File: config.mk
export PLATFORM = sky130hd
export DESIGN_NAME = io_hex_display_ctrl
export DESIGN_NICKNAME = d
export VERILOG_FILES = /design/src/rtl/io_hex_display_ctrl.sv
export SDC_FILE = /design/constraint.sdc
export NUM_CORES = 1
export LEC_CHECK = 0
export ABC_AREA = 0
export CAP_MARGIN = 20
export CORE_UTILIZATION = 30
export DETAILED_ROUTE_END_ITERATION = 7
export GPL_TIMING_DRIVEN = 0
export MAX_ROUTING_LAYER = met4
export PLACE_DENSITY_LB_ADDON = 0.2
export SETUP_SLACK_MARGIN = 0.1
export SLEW_MARGIN = 20
export SYNTH_ARGS = -nofsm -noshare
export SYNTH_HDL_FRONTEND = slang
export SYNTH_SLANG_ARGS = --single-unit
File: constraint.sdc
create_clock -name clock -period 2.6 [get_ports clock]
set_clock_uncertainty 0.1 [all_clocks]
set_input_delay 0.52 -clock clock [delete_from_list [all_inputs] [get_ports clock]]
set_output_delay 0.52 -clock clock [all_outputs]
set_load 0.005 [all_outputs]
File: src/rtl/io_hex_display_ctrl.sv
`default_nettype none
// ============================================================================
// Module   : io_hex_display_ctrl
// Purpose  : Output-side display stage for the pipelined CPU. Captures a
//            value written to the CPU out_port, converts its low CONV_W bits
//            to six BCD digits with a sequential shift-add-3 engine (one bit
//            per clock), and drives six active-low seven-segment displays.
//            Values above 999999 are shown as dashes with overflow raised.
// Ports    : clock        system clock, rising edge
//            resetn       synchronous active-low reset
//            value_in     value from CPU out_port (IN_W bits)
//            value_valid  one-cycle write strobe for value_in
//            busy         conversion loaded or in progress
//            done         one-cycle pulse alongside each display update
//            overflow     displayed value exceeds 999999
//            hex0..hex5   segments gfedcba, active-low, hex0 = ones digit
// Revision : 1.0  initial release
// ============================================================================
module io_hex_display_ctrl #(
  parameter int IN_W     = 32,
  parameter int CONV_W   = 20,
  parameter int BLANK_LZ = 1
) (
  input  logic            clock,
  input  logic            resetn,
  input  logic [IN_W-1:0] value_in,
  input  logic            value_valid,
  output logic            busy,
  output logic            done,
  output logic            overflow,
  output logic [6:0]      hex0,
  output logic [6:0]      hex1,
  output logic [6:0]      hex2,
  output logic [6:0]      hex3,
  output logic [6:0]      hex4,
  output logic [6:0]      hex5
);

  localparam int             CNT_W    = $clog2(CONV_W + 1);
  localparam int             BCD_W    = 24;
  localparam logic [IN_W-1:0] MAX_DISP = IN_W'(999_999);
  localparam logic [6:0]     SEG_OFF  = 7'b1111111;
  localparam logic [6:0]     SEG_DASH = 7'b0111111;

  typedef enum logic [1:0] {
    ST_IDLE   = 2'd0,
    ST_SHIFT  = 2'd1,
    ST_UPDATE = 2'd2
  } state_t;

  state_t            state;
  logic [CONV_W-1:0] shift_reg;
  logic [BCD_W-1:0]  bcd;
  logic [CNT_W-1:0]  cnt;
  logic              ovf_pend;
  logic [IN_W-1:0]   pend_val;
  logic              pend_valid;

  // ---------------------------------------------------------------------------
  // Shift-add-3 step: correct every nibble >= 5, then shift the whole
  // {bcd, shift_reg} chain left by one so the next binary bit enters bcd.
  // ---------------------------------------------------------------------------
  logic [BCD_W-1:0]        bcd_adj;
  logic [BCD_W+CONV_W-1:0] chain_next;
  logic [BCD_W-1:0]        bcd_next;
  logic [CONV_W-1:0]       shift_next;

  for (genvar g = 0; g < 6; g++) begin : g_adj
    assign bcd_adj[4*g +: 4] = (bcd[4*g +: 4] >= 4'd5) ? bcd[4*g +: 4] + 4'd3
                                                        : bcd[4*g +: 4];
  end

  assign chain_next = {bcd_adj, shift_reg} << 1;
  assign bcd_next   = chain_next[BCD_W+CONV_W-1 -: BCD_W];
  assign shift_next = chain_next[CONV_W-1:0];

  // ---------------------------------------------------------------------------
  // Next load source. A strobe in UPDATE beats the pending buffer; in IDLE
  // only the strobe can trigger a load.
  // ---------------------------------------------------------------------------
  logic [IN_W-1:0] load_val;
  logic            load_ovf;

  assign load_val = (state == ST_UPDATE && !value_valid) ? pend_val : value_in;
  assign load_ovf = (load_val > MAX_DISP);

  // ---------------------------------------------------------------------------
  // Segment decode of the finished BCD word, with optional leading-zero
  // blanking. upper_zero tracks "this digit and all above it are zero".
  // ---------------------------------------------------------------------------
  function automatic logic [6:0] seg7(input logic [3:0] d);
    case (d)
      4'd0:    seg7 = 7'b1000000;
      4'd1:    seg7 = 7'b1111001;
      4'd2:    seg7 = 7'b0100100;
      4'd3:    seg7 = 7'b0110000;
      4'd4:    seg7 = 7'b0011001;
      4'd5:    seg7 = 7'b0010010;
      4'd6:    seg7 = 7'b0000010;
      4'd7:    seg7 = 7'b1111000;
      4'd8:    seg7 = 7'b0000000;
      4'd9:    seg7 = 7'b0010000;
      default: seg7 = SEG_OFF;
    endcase
  endfunction

  logic [6:0] disp_seg [6];
  logic       upper_zero;

  always_comb begin
    upper_zero = 1'b1;
    for (int i = 0; i < 6; i++) begin
      disp_seg[i] = SEG_OFF;
    end
    for (int i = 5; i >= 0; i--) begin
      upper_zero = upper_zero && (bcd[4*i +: 4] == 4'd0);
      if (BLANK_LZ != 0 && i != 0 && upper_zero) begin
        disp_seg[i] = SEG_OFF;
      end else begin
        disp_seg[i] = seg7(bcd[4*i +: 4]);
      end
    end
  end

  // ---------------------------------------------------------------------------
  // Control FSM and all registered outputs
  // ---------------------------------------------------------------------------
  always_ff @(posedge clock) begin
    if (!resetn) begin
      state      <= ST_IDLE;
      busy       <= 1'b0;
      done       <= 1'b0;
      overflow   <= 1'b0;
      hex0       <= SEG_OFF;
      hex1       <= SEG_OFF;
      hex2       <= SEG_OFF;
      hex3       <= SEG_OFF;
      hex4       <= SEG_OFF;
      hex5       <= SEG_OFF;
      shift_reg  <= '0;
      bcd        <= '0;
      cnt        <= '0;
      ovf_pend   <= 1'b0;
      pend_val   <= '0;
      pend_valid <= 1'b0;
    end else begin
      done <= 1'b0;
      case (state)
        ST_IDLE: begin
          if (value_valid) begin
            shift_reg <= load_val[CONV_W-1:0];
            bcd       <= '0;
            cnt       <= '0;
            ovf_pend  <= load_ovf;
            busy      <= 1'b1;
            state     <= ST_SHIFT;
          end
        end

        ST_SHIFT: begin
          bcd       <= bcd_next;
          shift_reg <= shift_next;
          cnt       <= cnt + CNT_W'(1);
          if (cnt == CNT_W'(CONV_W - 1)) begin
            state <= ST_UPDATE;
          end
          // One-deep buffer: the most recent write replaces any earlier one.
          if (value_valid) begin
            pend_val   <= value_in;
            pend_valid <= 1'b1;
          end
        end

        ST_UPDATE: begin
          done <= 1'b1;
          if (ovf_pend) begin
            hex0     <= SEG_DASH;
            hex1     <= SEG_DASH;
            hex2     <= SEG_DASH;
            hex3     <= SEG_DASH;
            hex4     <= SEG_DASH;
            hex5     <= SEG_DASH;
            overflow <= 1'b1;
          end else begin
            hex0     <= disp_seg[0];
            hex1     <= disp_seg[1];
            hex2     <= disp_seg[2];
            hex3     <= disp_seg[3];
            hex4     <= disp_seg[4];
            hex5     <= disp_seg[5];
            overflow <= 1'b0;
          end
          // Pending value is consumed or superseded either way.
          pend_valid <= 1'b0;
          if (value_valid || pend_valid) begin
            shift_reg <= load_val[CONV_W-1:0];
            bcd       <= '0;
            cnt       <= '0;
            ovf_pend  <= load_ovf;
            busy      <= 1'b1;
            state     <= ST_SHIFT;
          end else begin
            busy  <= 1'b0;
            state <= ST_IDLE;
          end
        end

        default: begin
          busy  <= 1'b0;
          state <= ST_IDLE;
        end
      endcase
    end
  end

endmodule
`default_nettype wire

---- Word level (Yosys, flattened, before mapping) ----
Memory sizes are Yosys's and may differ from the RTL's. A register that Yosys moved wholly into a read port is not among the register bits.
Index checks and enable logic that the tools add are counted.
word-level totals
  input bits .............................. 35
  ROM bits ................................ 672
  register bits ........................... 130
  memories kept ........................... 6
  output and inout port bits .............. 45
memory list
  name              words  width  read ports  clocked after memory_dff  write ports  line  source
  (name not given)  16     7      1           1                         0            92    case (d)
  (name not given)  16     7      1           1                         0            92
  (name not given)  16     7      1           1                         0            92
  (name not given)  16     7      1           1                         0            92
  (name not given)  16     7      1           1                         0            92
  (name not given)  16     7      1           1                         0            92
cells by class
  reduce and logical (&&, ||, !) cells .... 22
  bitwise logic cells ..................... 1
  $add $sub $neg .......................... 7
  eq/ne operators ......................... 7
  magnitude comparators ................... 7
  multiplexer cells ....................... 52
operators by type and width
  kind                                                                                  number
  7-bit 2-to-1 mux                                                                      11
  24-bit one-hot mux with 3 select lines                                                1
  4-bit 2-to-1 mux                                                                      17
  20-bit one-hot mux with 3 select lines                                                1
  24-bit 2-to-1 mux                                                                     2
  20-bit 2-to-1 mux                                                                     2
  32-bit by 20-bit greater-than comparator with 1-bit output (second input constant)    1
  32-bit 2-to-1 mux                                                                     1
  4-bit by 3-bit greater-or-equal comparator with 1-bit output (second input constant)  6
  4-bit by 2-bit adder with 4-bit output (second input constant)                        5
  4-bit logical NOT                                                                     5
  5-bit one-hot mux with 3 select lines                                                 1
  5-bit 2-to-1 mux                                                                      2
  2-bit AND reduction                                                                   4
  1-bit 2-to-1 mux                                                                      7
  2-bit != test (second input constant)                                                 3
  2-bit one-hot mux with 3 select lines                                                 1
  3-bit AND reduction                                                                   2
  5-bit by 1-bit adder with 5-bit output (second input constant)                        1
  5-bit == test (second input constant)                                                 1
  1-bit logical AND                                                                     5
  2-bit 2-to-1 mux                                                                      2
  1-bit one-hot mux with 2 select lines                                                 2
  2-bit nonzero test                                                                    2
  other kinds (11)                                                                      11

---- Longest topological paths before layout ----
  word-level depth ........................ 7
  mapped depth ............................ 12

---- Worst setup path after synthesis ----
OpenSTA, ideal clock, no wires.
  path type ............................... input to register
  from .................................... input value_valid
  to ...................................... register with a tool-made name
  cell stages on the path ................. 7
  setup time .............................. 115 ps
  arrival ................................. 2,232 ps
  path buffers ............................ 1
  path slack .............................. 152 ps
  required time ........................... 2,385 ps
  path through ............................ a211o_4 -> a21oi_4 -> buf_8 -> a2bb2oi_1 -> ha_1 -> or3_1 -> and3_1
RTL lines
  what                line  source
  start: declaration  27    input logic value_valid,

==> results.sh <==
export IMPL_fillCellCount=2574
export IMPL_io_pins=80
export IMPL_cts_clk_slew_worst_paths_ns=0.06
export IMPL_clockBufferDepth=2
export IMPL_die_h_um=162
export IMPL_fin_crit_sh=0.926
export IMPL_cts_sinks=172
export IMPL_critical_path_max_fanout=10
export IMPL_syn_area_per_cell_um2=8.70
export IMPL_utilization=0.387
export IMPL_p_leak_nw=3.85
export IMPL_grt_pass1_wl_um=32100
export IMPL_drt_iter0_markers=374
export IMPL_vias=6509
export IMPL_vias_per_cell=4.86
export IMPL_cts_root_buffer="clkbuf_16"
export IMPL_dpl_instance_area_um2=8920
export IMPL_rsz0062_at_grt="yes"
export IMPL_dpl_cell_count=1296
export IMPL_synth_async_reset_ratio=0
export IMPL_drcViolationCount=0
export IMPL_cts_buffers_inserted=17
export IMPL_drv_cap=0
export IMPL_fmax_mhz=415
export IMPL_cp_start_kind="flop"
export IMPL_synthFlopType="dfxtp_1"
export IMPL_worst_pin_slew_ns=0.703
export IMPL_core_um2=25200
export IMPL_tns_ns=0
export IMPL_synth_seq_cells=172
export IMPL_critical_path_top_delay_family="compound AO/OA/AOI/OAI gates"
export IMPL_final_area_um2=9740
export IMPL_yosysUniqueCellTypes=72
export IMPL_track_usage=0.160
export IMPL_synth_area_um2=7720
export IMPL_fin_hold_ws_ns=0.341
export IMPL_layout_cells_non_filler=1339
export IMPL_die_x_um=162
export IMPL_port_buffers=79
export IMPL_hold_buffers=0
export IMPL_outcome="completed"
export IMPL_setup_viol=0
export IMPL_peakVddDrop_v=0.000434
export IMPL_ant_nets=0
export IMPL_antenna_found_initial=0
export IMPL_max_stage_delay_ns=0.38
export IMPL_wl_per_cell_um=15.1
export IMPL_crit_slowest_cell="a211o_4"
export IMPL_required_ns=2.79
export IMPL_area_growth_synth_to_final_pct=26.1
export IMPL_grt_max_degree=17
export IMPL_initial_utilization=0.307
export IMPL_die_area_um2=26400
export IMPL_cp_end_kind="flop"
export IMPL_syn_inst=887
export IMPL_grt_ovfl_total=0
export IMPL_hold_viol_final=0
export IMPL_synth_edf_count=0
export IMPL_crit_chain="buf_6, a211o_4, a21oi_4, buf_4, buf_4, a22oi_1, buf_2, nor3_1, a311oi_2"
export IMPL_maxSlewHeadroom=0.531
export IMPL_clock_latency_ns=0.44
export IMPL_yosys_warnings=0
export IMPL_dr_pass1_iters=7
export IMPL_synth_seq_area_share=0.446
export IMPL_cts_tree="yes"
export IMPL_min_period_ns=2.41
export IMPL_finalPower_mw=5.56
export IMPL_cp_num_buf_inv=4
export IMPL_powerDensity_nw_per_um2=571
export IMPL_layout_setup_ws_ns=0.192
export IMPL_h_tree_depth=4
export IMPL_fin_nets=1078
export IMPL_rows=58
export IMPL_grt_pass1_vias=6156
export IMPL_arrival_ns=2.60
export IMPL_crit_type="flop to flop"
export IMPL_place_hpwl_um=14400
export IMPL_slew_viol_final=0
export IMPL_pre_cts_slack_ns=-0.890
export IMPL_finalWirelength_um=20200
export IMPL_place_congestion=0.824
export IMPL_synth_nets=969
export IMPL_drive_gt1_frac=0.113
export IMPL_diodes=0
export IMPL_hold_path_class="flop to flop"
export IMPL_crit_path_frequent_cell="buf_4"
-- Yosys cell counts (3+ instances only) --
cell / n / area share
buf_6: 3 / 0.0044
clkbuf_1: 37 / 0.018
nand2_1: 175 / 0.085
nand3_1: 10 / 0.0065
mux2i_1: 9 / 0.012
a32o_1: 3 / 0.0039
or3b_2: 5 / 0.0057
o22ai_1: 33 / 0.027
nor4_1: 6 / 0.0049
xor2_1: 3 / 0.0034
o21ai_2: 3 / 0.0034
o21ai_4: 3 / 0.0063
a21o_1: 5 / 0.0049
xnor2_1: 8 / 0.0091
a221oi_1: 19 / 0.022
a22oi_1: 4 / 0.0039
buf_2: 5 / 0.0032
or3_1: 4 / 0.0032
nand4_1: 5 / 0.0041
o311ai_0: 4 / 0.0045
inv_1: 42 / 0.020
mux2_2: 5 / 0.0073
o22a_1: 5 / 0.0057
nand2_2: 3 / 0.0024
a21oi_1: 92 / 0.060
nor3_1: 15 / 0.0097
ha_1: 47 / 0.076
dfxtp_1: 172 / 0.45
o21ai_0: 25 / 0.016
a22o_1: 6 / 0.0068
and2_1: 3 / 0.0024
nor2_1: 51 / 0.025
nand2b_1: 17 / 0.014
a2bb2oi_1: 8 / 0.0091
-- final timing paths --
path / end / cells after the start / startpoint / slack (ns)
hold reg to reg: hex1[4] / 2 / flop / 0.34
hold / removal: hex1[4] / 2 / flop / 0.34
setup reg to reg: flop / 9 / state[1] / 0.19
setup / recovery: flop / 9 / state[1] / 0.19
-- kinds of logic after synthesis --
| logic type | after synthesis | synth area share |
|---|---|---|
| compound gates | 239 | 0.211 |
| xor+xnor | 11 | 0.0125 |
| fa+ha+maj | 47 | 0.0762 |
| buf+inv | 91 | 0.0499 |
| flops | 172 | 0.446 |
| mux | 14 | 0.0190 |
| simple gates | 313 | 0.186 |
-- placed cells by master (no fill, tap or decap), types with 8 or more instances in the layout --
cell	instances
a21oi_1	89
a221oi_1	19
buf_4	14
clkbuf_1	35
clkbuf_16	17
clkdlybuf4s50_1	77
dfxtp_1	170
ha_1	45
inv_1	40
mux2i_1	9
nand2_1	174
nand2b_1	17
nand3_1	9
nor2_1	49
nor3_1	15
o21ai_0	23
o22ai_1	33
xnor2_1	8
-- final cells by class --
cell class	count	area, um^2	area share
well taps	330	413	0.0424
plain buffers	47	238	0.0244
clock inverters	13	130	0.0134
clock buffers	19	433	0.0445
multi-input cells	624	4040	0.415
inverters	44	165	0.0170
flip-flops and latches	172	3450	0.354
repair buffers	90	875	0.0898
-- layer usage --
metal	global-route usage	routed length, um
met1	0.202	9670
met2	0.251	9390
met3	0.0321	765
met4	0.0609	334
met5	-	0
-- where the power goes --
part / internal (mW) / total (mW) / switching (mW) / leakage [nW]
logic: 0.140 / 0.351 / 0.211 / 2.18
registers: 2.68 / 2.71 / 0.0292 / 1.39
clock network: 1.35 / 2.49 / 1.15 / 0.273
-- worst register-to-register path, stage by stage (launching register included) --
cell and delay (ns):
dfxtp_1 0.31, buf_6 0.13, a211o_4 0.38, a21oi_4 0.27, buf_4 0.19, buf_4 0.14, a22oi_1 0.11, buf_2 0.22
nor3_1 0.33, a311oi_2 0.11
-- timing repair --
action,in CTS,in global routing
endpoints found under the setup margin,70,34
gates resized for setup,23,21
pin swaps,2,6
setup buffers,4,7
(Power assumes the default switching activity.)
